**src/rtl/ad_sample_packer.sv**
```systemverilog
// ad_sample_packer: packs PACK ADC samples per word into a DEPTH-word FIFO; defining ADP_DROP_CNT_EN adds a dropped-word counter
module ad_sample_packer #(
    parameter int SAMPLE_W = 16,
    parameter int PACK     = 2,
    parameter int DEPTH    = 16,
    parameter int BURST    = 6
) (
    input  logic                       clk,
    input  logic                       reset,
    input  logic [SAMPLE_W-1:0]        sample_in,
    input  logic                       sample_valid,
    input  logic                       flush,
    input  logic                       rd_req,
    input  logic                       clr_flags,
    output logic [SAMPLE_W*PACK-1:0]   rd_data,
    output logic                       rd_valid,
    output logic                       empty,
    output logic                       full,
    output logic [$clog2(DEPTH):0]     level,
    output logic                       burst_ready,
    output logic [$clog2(PACK):0]      lane,
    output logic                       overflow,
    output logic                       underflow
`ifdef ADP_DROP_CNT_EN
    ,
    output logic [15:0]                drop_cnt
`endif
);
    localparam int W  = SAMPLE_W * PACK;
    localparam int AW = $clog2(DEPTH);
    localparam int LW = $clog2(PACK) + 1;
    localparam int VW = AW + 1;

    logic [W-1:0]  acc;
    logic [W-1:0]  merged;
    logic [W-1:0]  mem [DEPTH];
    logic [AW-1:0] wr_ptr;
    logic [AW-1:0] rd_ptr;
    logic          push;
    logic          pop;
    logic          accept;
    logic          drop;

    // Merge the incoming sample into its lane; unfilled lanes of acc are always zero, so flush pads for free
    always_comb begin
        merged = acc;
        for (int k = 0; k < PACK; k++)
            if (sample_valid && lane == LW'(k)) merged[k*SAMPLE_W +: SAMPLE_W] = sample_in;
        push   = (sample_valid && lane == LW'(PACK - 1)) || (flush && (sample_valid || lane != '0));
        pop    = rd_req && !empty;
        accept = push && (!full || pop);
        drop   = push && !accept;
    end

    // Partial-word accumulator; any push (accepted or dropped) restarts at lane 0
    always_ff @(posedge clk or posedge reset) begin
        if (reset) begin
            lane <= '0;
            acc  <= '0;
        end else if (push) begin
            lane <= '0;
            acc  <= '0;
        end else if (sample_valid) begin
            lane <= lane + LW'(1);
            acc  <= merged;
        end
    end

    // Word storage, left unreset so it maps onto plain RAM
    always_ff @(posedge clk) begin
        if (accept) mem[wr_ptr] <= merged;
    end

    // Pointers, level and registered read port; at full a same-edge pop reads the old word before it is overwritten
    always_ff @(posedge clk or posedge reset) begin
        if (reset) begin
            wr_ptr   <= '0;
            rd_ptr   <= '0;
            level    <= '0;
            rd_data  <= '0;
            rd_valid <= 1'b0;
        end else begin
            rd_valid <= pop;
            if (accept) wr_ptr <= wr_ptr + AW'(1);
            if (pop) begin
                rd_ptr  <= rd_ptr + AW'(1);
                rd_data <= mem[rd_ptr];
            end
            level <= (accept && !pop) ? level + VW'(1) : (pop && !accept) ? level - VW'(1) : level;
        end
    end

    // Sticky error flags; a new event in the clearing cycle wins
    always_ff @(posedge clk or posedge reset) begin
        if (reset) begin
            overflow  <= 1'b0;
            underflow <= 1'b0;
        end else begin
            overflow  <= drop || (overflow && !clr_flags);
            underflow <= (rd_req && empty) || (underflow && !clr_flags);
        end
    end

`ifdef ADP_DROP_CNT_EN
    // Saturating count of dropped words, restarted by clr_flags
    always_ff @(posedge clk or posedge reset) begin
        if (reset) drop_cnt <= '0;
        else drop_cnt <= clr_flags ? {15'd0, drop} : (drop && drop_cnt != 16'hFFFF) ? drop_cnt + 16'd1 : drop_cnt;
    end
`endif

    assign empty       = level == '0;
    assign full        = level == VW'(DEPTH);
    assign burst_ready = level >= VW'(BURST);
endmodule
```
**config.mk**
```make
export PLATFORM = sky130hd
export DESIGN_NAME = ad_sample_packer
export DESIGN_NICKNAME = d
export VERILOG_FILES = /design/src/rtl/ad_sample_packer.sv
export SDC_FILE = /design/constraint.sdc
export NUM_CORES = 1
export LEC_CHECK = 0
export BUFFER_PORTS_ARGS = -buffer_cell sky130_fd_sc_hd__buf_2
export CORE_MARGIN = 1.5
export CORE_UTILIZATION = 55
export DETAILED_ROUTE_END_ITERATION = 8
export PLACE_DENSITY = 0.84
export SKIP_CTS_REPAIR_TIMING = 1
export SLEW_MARGIN = 20
export SYNTH_ARGS = -nofsm -noshare
export SYNTH_HDL_FRONTEND = slang
export SYNTH_SLANG_ARGS = --single-unit
```
**constraint.sdc**
```tcl
create_clock -name clk -period 12.65 [get_ports clk]
set_input_delay 0.6325 -clock clk [delete_from_list [all_inputs] [get_ports clk]]
set_output_delay 0.6325 -clock clk [all_outputs]
set_load 0.02 [all_outputs]
```
==> flow_summary.ini, run 1 <==
[timing]
max_freq_mhz = 296.8
worstMarginPinSlew_ns = 1.034
setup_viol = 0
hold_viol = 0
relSlewSlack_pct = 31.05
rsz0062_at_grt = no
fin_skew_ns = 0.02784
slew_violations = 0
setup_tns_ns = 0
hold-worst-slack_ns = 0.05985
setup_slack_ns = 9.281
min_period_ns = 3.369
finalCritPeriodShare_pct = 26.64

[run_status]
status = finished clean

[floorplanning]
core_area_um2 = 41110
initial_core_util_pct = 56.08
io_pins = 67
die_w_um = 207.7
rows = 74
die_h_um = 207.7
dieArea_um2 = 43150

[cells_and_area]
antenna_cells = 0
fin_util_pct = 63.29
area_growth_pct = 12.86
drive_above_1_share_pct = 32.64
fill_cells = 2636
nets = 1191

[setup_path]
r2r-start = lane[0]$_DFFE_PP0P_
slowest_stage = a32oi_1
crit_path_max_fanout = 18
rrSetupSlack_ns = 9.28
crit_type = register to register
critPathArrivalTime_ns = 3.63
cp-start-kind = register
required_ns = 12.91
end_kind = register
critical-path-max-stage-delay_ns = 0.64
rr_worst_depth = 7
crit_chain = inv_1 > ha_1 > nand2b_1 > a32oi_1 > nand2_1 > nor2_4 > buf_4
timing.rr.end = mem[9][9]$_DFFE_PP_

[global_route]
grt_use_met1_pct = 31.70
grt.busiest_layer = met2
grt_max_degree = 69
grt_use_met3_pct = 5.764
grt_pass1_wl_um = 77600
grtUsageTotal_pct = 24.96
grt_antenna_before_repair = 0
grt_pass1_vias = 11940
use_met2_pct = 41.92
grt-ovfl-total = 0

[logic_synthesis]
syn_avg_cell_area_um2 = 21.63
yosys-top-cells-area = edfxtp_1 (67%), mux4_2 (13%), dfrtp_1 (8.9%), mux2i_1 (2.9%), o221ai_2 (2.0%)
syn-cell-area_um2 = 23050
synthTopCellsByCount = edfxtp_1 (512), mux4_2 (128), dfrtp_1 (82)
ys_seq_area_share_pct = 75.59
synthDistinctLibCells = 37
syn-num-nets = 1100
yosys_most_used_dff = edfxtp_1
yosysWarningCount = 0
synth-async-reset-ratio_pct = 13.80
yosysMostFrequentCell = edfxtp_1
synthesis.instances = 1066
synth_top_area_share_pct = 66.69
synth-seq-cells = 594
synth_edf_count = 512
yosysTopAreaCell = edfxtp_1

[placed_design]
place_hpwl_um = 28510
io_buffers = 66
dp_slack_ns = 9.200
routabilityCongestion = 0.7807

[route]
drt-total-wl_um = 52840
drtPass1Iterations = 6
avgViaCountPerCell = 6.438
antenna_left = 0
drc = 0
wl_per_cell_um = 30.44
drtIter0Drc = 1238
vias = 11180

[clock_tree]
cts_max_level = 2
cts_tree = built
cts_root_buf = clkbuf_16
cts_inserted_buffers = 55
clkSinkCount = 594
clockBufferDepth = 3
path_clk_slew_ns = 0.06
clock_latency_ns = 0.61

[power_and_ir_drop]
p_comb_share_pct = 29.2
power_mw = 6.331
p_int_mw = 4.312
clkPwrFrac_pct = 26.2
power.share.switching_pct = 31.88
p_leak_nw = 8.952
pwr-share-seq_pct = 44.6
powerDensity_nw_per_um2 = 243.3
power.net_switching_mw = 2.018
ir_worst_vdd_mv = 0.2084

[worst_hold_path]
hold_class = primary input to asynchronous set/reset pin

[run]
drv_cap = 0
## how the worst max path moves through the flow
stage,start,endpoint,slack [ns],depth (start not counted)
finish,lane[0]$_DFFE_PP0P_,mem[9][9]$_DFFE_PP_,9.28,7
global route,level[0]$_DFFE_PP0P_,level[4]$_DFFE_PP0P_,9.13,10
CTS,lane[0]$_DFFE_PP0P_,mem[15][18]$_DFFE_PP_,9.25,6
detailed placement,sample_valid,mem[15][20]$_DFFE_PP_,9.20,5
global placement,sample_valid,mem[7][30]$_DFFE_PP_,9.34,5
floorplan,lane[0]$_DFFE_PP0P_,mem[3][0]$_DFFE_PP_,8.36,6
## state kept, by name (all words and copies together), names as in the netlist, 2 cells and up
name,cells
mem,512
acc,32
rd_data,32
level,5
rd_ptr,4
wr_ptr,4
lane,2
## cells by family after synthesis
kind of cell | count (synthesis) | share of synthesized area, %
flops | 594 | 75.59
mux | 228 | 17.03
simple gates | 110 | 2.334
buf+inv | 66 | 1.503
compound gates | 45 | 2.437
fa+ha+maj | 12 | 0.6838
xor+xnor | 11 | 0.4179
## power by group through the flow
| stage | Sequential [mW] | Clock [mW] | Combinational, mW |
|---|---|---|---|
| CTS | 2.83 | 1.67 | 1.85 |
| floorplan | 2.79 | 0 | 1.31 |
| global placement | 2.83 | 0 | 1.73 |
| global route | 2.85 | 1.75 | 1.97 |
| finish | 2.83 | 1.66 | 1.85 |
| detailed placement | 2.85 | 0 | 1.82 |
## cell type report
| cell class | instances | area, µm² | area share (%) |
|---|---|---|---|
| multi-input combinational | 406 | 5390 | 20.72 |
| tap | 532 | 665.6 | 2.558 |
| sequential | 594 | 17440 | 67.02 |
| timing repair buffer | 90 | 663.1 | 2.549 |
| clock inverter | 29 | 255.2 | 0.9811 |
| inverter | 10 | 42.54 | 0.1635 |
| clock buffer | 75 | 1563 | 6.007 |
## critical path, delay by kind of cell, from the launching register on
| family | cells | cell delay (ns) |
|---|---|---|
| simple gates | 3 | 1.24 |
| compound gates | 1 | 0.64 |
| buf+inv | 2 | 0.53 |
| flops | 1 | 0.40 |
| fa+ha+maj | 1 | 0.21 |
## cell usage in the layout (no fill, tap or decap), drive strengths merged, types with 4 or more instances in the layout
cell / instances
buf: 90
bufinv: 4
clkbuf: 75
clkinv: 22
dfrtp: 82
edfxtp: 512
ha: 11
inv: 11
mux2: 34
mux2i: 66
mux4: 128
nand2: 48
nand2b: 4
nor2: 18
nor2b: 32
nor3: 4
o21ai: 6
o221ai: 31
xnor2: 10
## per-stage QoR
step	std cells	instance area [µm²]
after floorplan	1066	23050
after global placement	1624	23990
after detailed placement	1628	24100
after CTS	1732	25910
after global routing	1736	26020
final	1736	26020
## layer usage
metal  part of all wire [%]  up-vias
met5                      0        -
li1                       -     4528
met2                     51      632
met4                    3.9        0
met1                     36     5885
met3                    8.6      131
Note: power is estimated with default switching activity, not from simulation.
==> run 2: changes to the inputs <==
--- a/config.mk
+++ b/config.mk
@@ -5,6 +5,7 @@
 export SDC_FILE = /design/constraint.sdc
 export NUM_CORES = 1
 export LEC_CHECK = 0
+export ABC_AREA = 1
 export BUFFER_PORTS_ARGS = -buffer_cell sky130_fd_sc_hd__buf_2
 export CORE_MARGIN = 1.5
 export CORE_UTILIZATION = 55
==> constraint.sdc (replaced) <==
create_clock -name clk -period 3.1 [get_ports clk]
set_input_delay 0.155 -clock clk [delete_from_list [all_inputs] [get_ports clk]]
set_output_delay 0.155 -clock clk [all_outputs]
set_load 0.02 [all_outputs]
==> run 2 against run 1 <==
Net effect: the run now ends with negative hold slack left; first-iteration DRC count increased by 77%; via count increased by 51%; synthesized area increased by 5.0%; clock-buffer cell count decreased by 6; cell area increased by 4.8%; register-to-register slack got worse by 8.7 ns; core utilization decreased by 0.28 points; combinational power increased to 5.2 times the previous value; flip-flop and latch count unchanged; critical path type unchanged; critical endpoint is now level[4]$_DFFE_PP0P_; largest cell class unchanged.
==> flow_summary.ini, run 2 <==
[run_status]
status = complete, but fails checks
violations = negative hold slack

[global_route]
grtUsageTotal_pct = 27.64
grt_pass1_wl_um = 94080
grt-ovfl-total = 0
grt_max_degree = 177
grt_pass1_vias = 16920
grt_antenna_before_repair = 0

[cells_and_area]
top_regs = mem: 512 flops, acc: 32 flops, rd_data: 32 flops
fin_area_um2 = 27260
nets = 2259
final_common_cell = nand2_1
layout_common_cells = nand2_1 (863), edfxtp_1 (512), nand3_1 (292)
drive_above_1_share_pct = 11.75
largest_reg_flops = 512
area_growth_pct = 12.58
antenna_cells = 0
regMostFlops = mem

[logic_synthesis]
synth-seq-cells = 594
synth_top_area_share_pct = 63.49
yosys-top-cells-area = edfxtp_1 (63%), nand2_1 (13%), dfrtp_1 (8.5%), nand3_1 (6.0%), a21oi_1 (1.4%)
synth_edf_count = 512
syn_avg_cell_area_um2 = 11.33
yosysMostFrequentCell = nand2_1
yosysTopAreaCell = edfxtp_1
synthTopCellsByCount = nand2_1 (863), edfxtp_1 (512), nand3_1 (292)
synthDistinctLibCells = 28
ys_seq_area_share_pct = 71.96
yosys_most_used_dff = edfxtp_1
syn-cell-area_um2 = 24220
synth-async-reset-ratio_pct = 13.80
yosysWarningCount = 0
syn-num-nets = 2172
synthesis.instances = 2138

[setup_path]
crit_type = register to register
end_kind = register
cp-start-kind = register
rrSetupSlack_ns = 0.60
required_ns = 3.63
crit_path_max_fanout = 9
critPathArrivalTime_ns = 3.02

[timing]
relSlewSlack_pct = 32.52
max_freq_mhz = 400.8
setup_viol = 0
setup_tns_ns = 0
worstMarginPinSlew_ns = 1.012
hold_viol = 2
finalCritPeriodShare_pct = 80.49
fin_skew_ns = 0.01669
rsz0062_at_grt = no
slew_violations = 0
min_period_ns = 2.495
hold-worst-slack_ns = -0.05035

[route]
wl_per_cell_um = 21.43
drt-total-wl_um = 61220
avgViaCountPerCell = 5.904
drtPass1Iterations = 6
vias = 16870
antenna_left = 0
drtIter0Drc = 2196
drc = 0

[floorplanning]
initial_core_util_pct = 55.97
dieArea_um2 = 45300
die_h_um = 212.8
core_area_um2 = 43270
io_pins = 67
die_w_um = 212.8
rows = 76

[clock_tree]
path_clk_slew_ns = 0.06
clkSinkCount = 594
clock_latency_ns = 0.60
cts_max_level = 2
cts_tree = built
cts_inserted_buffers = 55
cts_root_buf = clkbuf_16
clockBufferDepth = 3

[power_and_ir_drop]
powerDensity_nw_per_um2 = 1002
power.net_switching_mw = 10.45
p_comb_share_pct = 35.1
power.share.switching_pct = 38.25
ir_worst_vdd_mv = 0.8085
p_leak_nw = 11.04
p_int_mw = 16.87
clkPwrFrac_pct = 24.1
pwr-share-seq_pct = 40.8

[placed_design]
dpl-instance-area_um2 = 25450
io_buffers = 66
place_hpwl_um = 34330
routabilityCongestion = 0.8631

[run]
drv_cap = 0

[worst_hold_path]
hold_class = primary input to register
run 2: cell types whose count changed in the layout (fill, tap and decap cells not counted), sizes merged, moves of 7 or more:
cell    previous run  this run
xnor2             10         2
xor2               1         8
nor2              18        53
mux2              34         0
inv               11        80
nor2b             32         0
buf               90       145
mux2i             66         0
mux4             128         0
a21oi              2        67
nand3              0       292
o21ai              6        42
nand2             48       866
o221ai            31         0
run 2: kinds of logic after synthesis:
family	synth area share (%)
AO/OA/AOI/OAI	2.320
XOR/XNOR	0.3617
flip-flops	71.96
buffers and inverters	4.257
AND/OR/NAND/NOR	20.45
adder cells (fa/ha/maj)	0.6510
run 2: worst paths after layout:
check                                   startpoint                       to  depth (start not counted)
setup / recovery               lane[1]$_DFFE_PP0P_     level[4]$_DFFE_PP0P_                         17
hold / removal                        sample_valid      lane[0]$_DFFE_PP0P_                          4
setup reg to reg               lane[1]$_DFFE_PP0P_     level[4]$_DFFE_PP0P_                         17
hold reg to reg            rd_data[28]$_DFFE_PP0P_  rd_data[28]$_DFFE_PP0P_                          2
max in group asynchronous                    reset  rd_data[20]$_DFFE_PP0P_                          4
min in group asynchronous                    reset       acc[5]$_DFFE_PP0P_                          3
run 2: per-stage QoR:
step / setup WS (ns) / instances / power, mW / utilization (%)
3_5_place_dp: 0.6040 / 2749 / 20.57 / 58.82
6_report: 0.6048 / 2857 / 27.32 / 63.01
4_1_cts: 0.5903 / 2853 / 27.18 / 62.92
2_1_floorplan: -0.6806 / 2138 / 17.46 / -
3_3_place_gp: 0.6450 / 2749 / 20.13 / 58.82
5_1_grt: 0.4364 / 2857 / 28.54 / 63.01
run 2: final cells by class:
type | count | area (µm²)
Timing Repair Buffer | 149 | 1139
Clock buffer | 69 | 1500
Clock inverter | 35 | 274.0
Sequential cell | 594 | 17430
Multi-Input combinational cell | 1347 | 5881
Tap cell | 585 | 732.0
Inverter | 78 | 302.8
Fill cell | 2967 | 16000
run 2: routing by layer:
layer  share of wire [%]  vias to the layer above  routed length, µm  track usage, %
li1                    -                     7409                  -               -
met1                  35                     7983              21580           35.99
met2                  49                     1267              29750           45.74
met3                  12                      208               7285           4.648
met4                 4.3                        0               2603           12.77
met5                   0                        -                  0               0
run 2: worst max-delay path, stage by stage (launching register included):
cell	delay (ns)
dfrtp_1	0.38
inv_1	0.10
ha_1	0.17
nand2_2	0.06
nand2_1	0.11
o21ai_4	0.07
inv_2	0.05
nand2_2	0.11
inv_4	0.13
ha_1	0.19
inv_1	0.11
fa_1	0.40
nand2_1	0.09
nand2_1	0.06
a21oi_1	0.14
xor2_1	0.15
nand2_1	0.06
nand2_1	0.05
run 2: power by group through the flow:
stage          Clock (mW)  Combinational, mW  Sequential [mW]
4_1_cts              6.62               9.42             11.1
3_3_place_gp            0               8.89             11.2
2_1_floorplan           0               6.00             11.5
5_1_grt              6.91               10.4             11.2
6_report             6.58               9.59             11.1
3_5_place_dp            0               9.28             11.3
==> run 3: changes to the inputs <==
--- a/config.mk
+++ b/config.mk
@@ -5,7 +5,7 @@
 export SDC_FILE = /design/constraint.sdc
 export NUM_CORES = 1
 export LEC_CHECK = 0
-export ABC_AREA = 1
+export ABC_AREA = 0
 export BUFFER_PORTS_ARGS = -buffer_cell sky130_fd_sc_hd__buf_2
 export CORE_MARGIN = 1.5
 export CORE_UTILIZATION = 55
==> constraint.sdc (replaced) <==
create_clock -name clk -period 2.3 [get_ports clk]
set_input_delay 0.115 -clock clk [delete_from_list [all_inputs] [get_ports clk]]
set_output_delay 0.115 -clock clk [all_outputs]
set_load 0.02 [all_outputs]
==> run 3 against run 2 <==
Net effect: the flow finishes with violations (negative hold slack, negative setup slack); worst setup slack got worse by 0.81 ns; combinational power rose by 27%; maximum frequency fell by 0.21%; clock power rose by 37%; sequential share of layout area fell by 0.49 points; critical endpoint is now mem[3][23]$_DFFE_PP_; hold slack improved by 0.042 ns; global-route usage fell by 2.3 points; flip-flop and latch count did not move; non-clock buffer count rose by 44.
==> flow_summary.ini, run 3 (same netlist as run 1, synthesis figures left out) <==
[power_and_ir_drop]
power.share.switching_pct = 31.94
pwr-share-seq_pct = 41.7
p_leak_nw = 9.652
powerDensity_nw_per_um2 = 1328
power.net_switching_mw = 11.66
p_comb_share_pct = 33.5
p_int_mw = 24.85
power_mw = 36.50
clkPwrFrac_pct = 24.8
ir_worst_vdd_mv = 0.9248

[timing]
fin_skew_ns = 0.02573
worstMarginPinSlew_ns = 0.5947
max_freq_mhz = 399.9
rsz0062_at_grt = yes
finalCritPeriodShare_pct = 108.7
min_period_ns = 2.500
slew_violations = 0
hold_viol = 7
setup_viol = 164
relSlewSlack_pct = 60.35
hold-worst-slack_ns = -0.008273
setup_slack_ns = -0.2004

[global_route]
grt_pass1_wl_um = 79180
grt_max_degree = 69
grt_pass1_vias = 12130
grt_antenna_before_repair = 2
grtUsageTotal_pct = 25.30
grt-ovfl-total = 0

[placed_design]
routabilityCongestion = 0.7931
dpl-instance-area_um2 = 25100
io_buffers = 66
place_hpwl_um = 30540

[route]
avgViaCountPerCell = 6.538
antenna_left = 0
drt-total-wl_um = 57760
drc = 0
wl_per_cell_um = 31.43
drtIter0Drc = 1384
drtPass1Iterations = 5
vias = 12020

[setup_path]
critPathTopFamily = buffers and inverters
timing.rr.end = mem[3][23]$_DFFE_PP_
crit_top_cell = buf_4
r2r-start = level[1]$_DFFE_PP0P_
crit_chain = buf_4 > nor4_2 > buf_4 > a32oi_4 > buf_4 > buf_8 > nand2_4 > buf_4 > nor3_4 > buf_12 > clkbuf_16
critPathArrivalTime_ns = 2.81
critical-path-max-stage-delay_ns = 0.37
cp-start-kind = register
rr_worst_depth = 11
worstSetupStartpoint = level[1]$_DFFE_PP0P_
end_kind = register
crit_type = register to register
rrSetupSlack_ns = -0.20
crit_buf_inv = 7
required_ns = 2.61
crit_path_max_fanout = 10
slowest_stage = dfrtp_2

[floorplanning]
dieArea_um2 = 43150
initial_core_util_pct = 56.08
io_pins = 67
rows = 74
die_h_um = 207.7
die_w_um = 207.7
core_area_um2 = 41110

[cells_and_area]
final_common_cell = edfxtp_1
fin_area_um2 = 27490
area_growth_pct = 19.23
antenna_cells = 0
largest_reg_flops = 512
nets = 1294
drive_above_1_share_pct = 38.51
layout_common_cells = edfxtp_1 (512), mux4_2 (128), dfrtp_1 (75)
top_regs = mem: 512 flops, acc: 32 flops, rd_data: 32 flops
fill_cells = 2492
regMostFlops = mem

[clock_tree]
clkSinkCount = 594
cts_max_level = 2
clockBufferDepth = 3
clock_latency_ns = 0.60
cts_inserted_buffers = 55
path_clk_slew_ns = 0.07
cts_root_buf = clkbuf_16
cts_tree = built

[run]
drv_cap = 0

[worst_hold_path]
hold_class = primary input to asynchronous set/reset pin

[run_status]
status = complete, but fails checks
violations = negative hold slack, negative setup slack
[run 3: per-layer routing]
| layer | wire length, µm | global-route usage (%) | vias to the layer above |
|---|---|---|---|
| met1 | 20830 | 33.74 | 6336 |
| li1 | - | - | 4747 |
| met5 | 0 | 0 | - |
| met3 | 5469 | 3.903 | 138 |
| met4 | 1889 | 9.112 | 0 |
| met2 | 29570 | 42.85 | 796 |
[run 3: worst max-delay path by stage]
stage	to	cells after the start
floorplan	level[4]$_DFFE_PP0P_	10
global placement	level[4]$_DFFE_PP0P_	11
detailed placement	level[4]$_DFFE_PP0P_	11
CTS	level[4]$_DFFE_PP0P_	11
global route	mem[3][23]$_DFFE_PP_	11
finish	mem[3][23]$_DFFE_PP_	11
[run 3: metrics by stage]
step | utilization (%) | TNS, ns | hold WS [ns] | std cells | setup WS, ns
after floorplan | - | -50.52 | 0.2477 | 1066 | -0.4642
after global placement | 61.05 | -1.399 | 0.06070 | 1692 | -0.1467
after detailed placement | 61.05 | -7.782 | 0.06676 | 1692 | -0.2007
after CTS | 65.37 | -12.30 | -0.5613 | 1795 | -0.2223
after global routing | 66.86 | -23.67 | 0.03050 | 1838 | -0.2414
final | 66.86 | -14.32 | -0.008273 | 1838 | -0.2004
[run 3: power groups by stage]
stage	Sequential (mW)	Clock (mW)	Combinational [mW]
global route	15.3	9.52	12.9
CTS	15.2	9.02	11.7
finish	15.2	9.04	12.2
global placement	15.3	0	11.1
floorplan	15.3	0	7.53
detailed placement	15.4	0	11.5
[run 3: cell type report]
class / instances / area, µm² / share of cell area [%]
Multi-Input combinational cell: 406 / 5524 / 20.10
Clock buffer: 77 / 1541 / 5.608
Sequential cell: 594 / 17440 / 63.46
Inverter: 10 / 45.04 / 0.1639
Clock inverter: 26 / 235.2 / 0.8558
Timing Repair Buffer: 193 / 2033 / 7.397
Tap cell: 532 / 665.6 / 2.422
[run 3: worst register-to-register path, delay by kind of cell (launching register included)]
family / cells / cell delay, ns
buffers and inverters: 7 / 1.10
DFF: 1 / 0.37
AOI/OAI and AO/OA: 1 / 0.25
and+or+nand+nor: 3 / 0.49
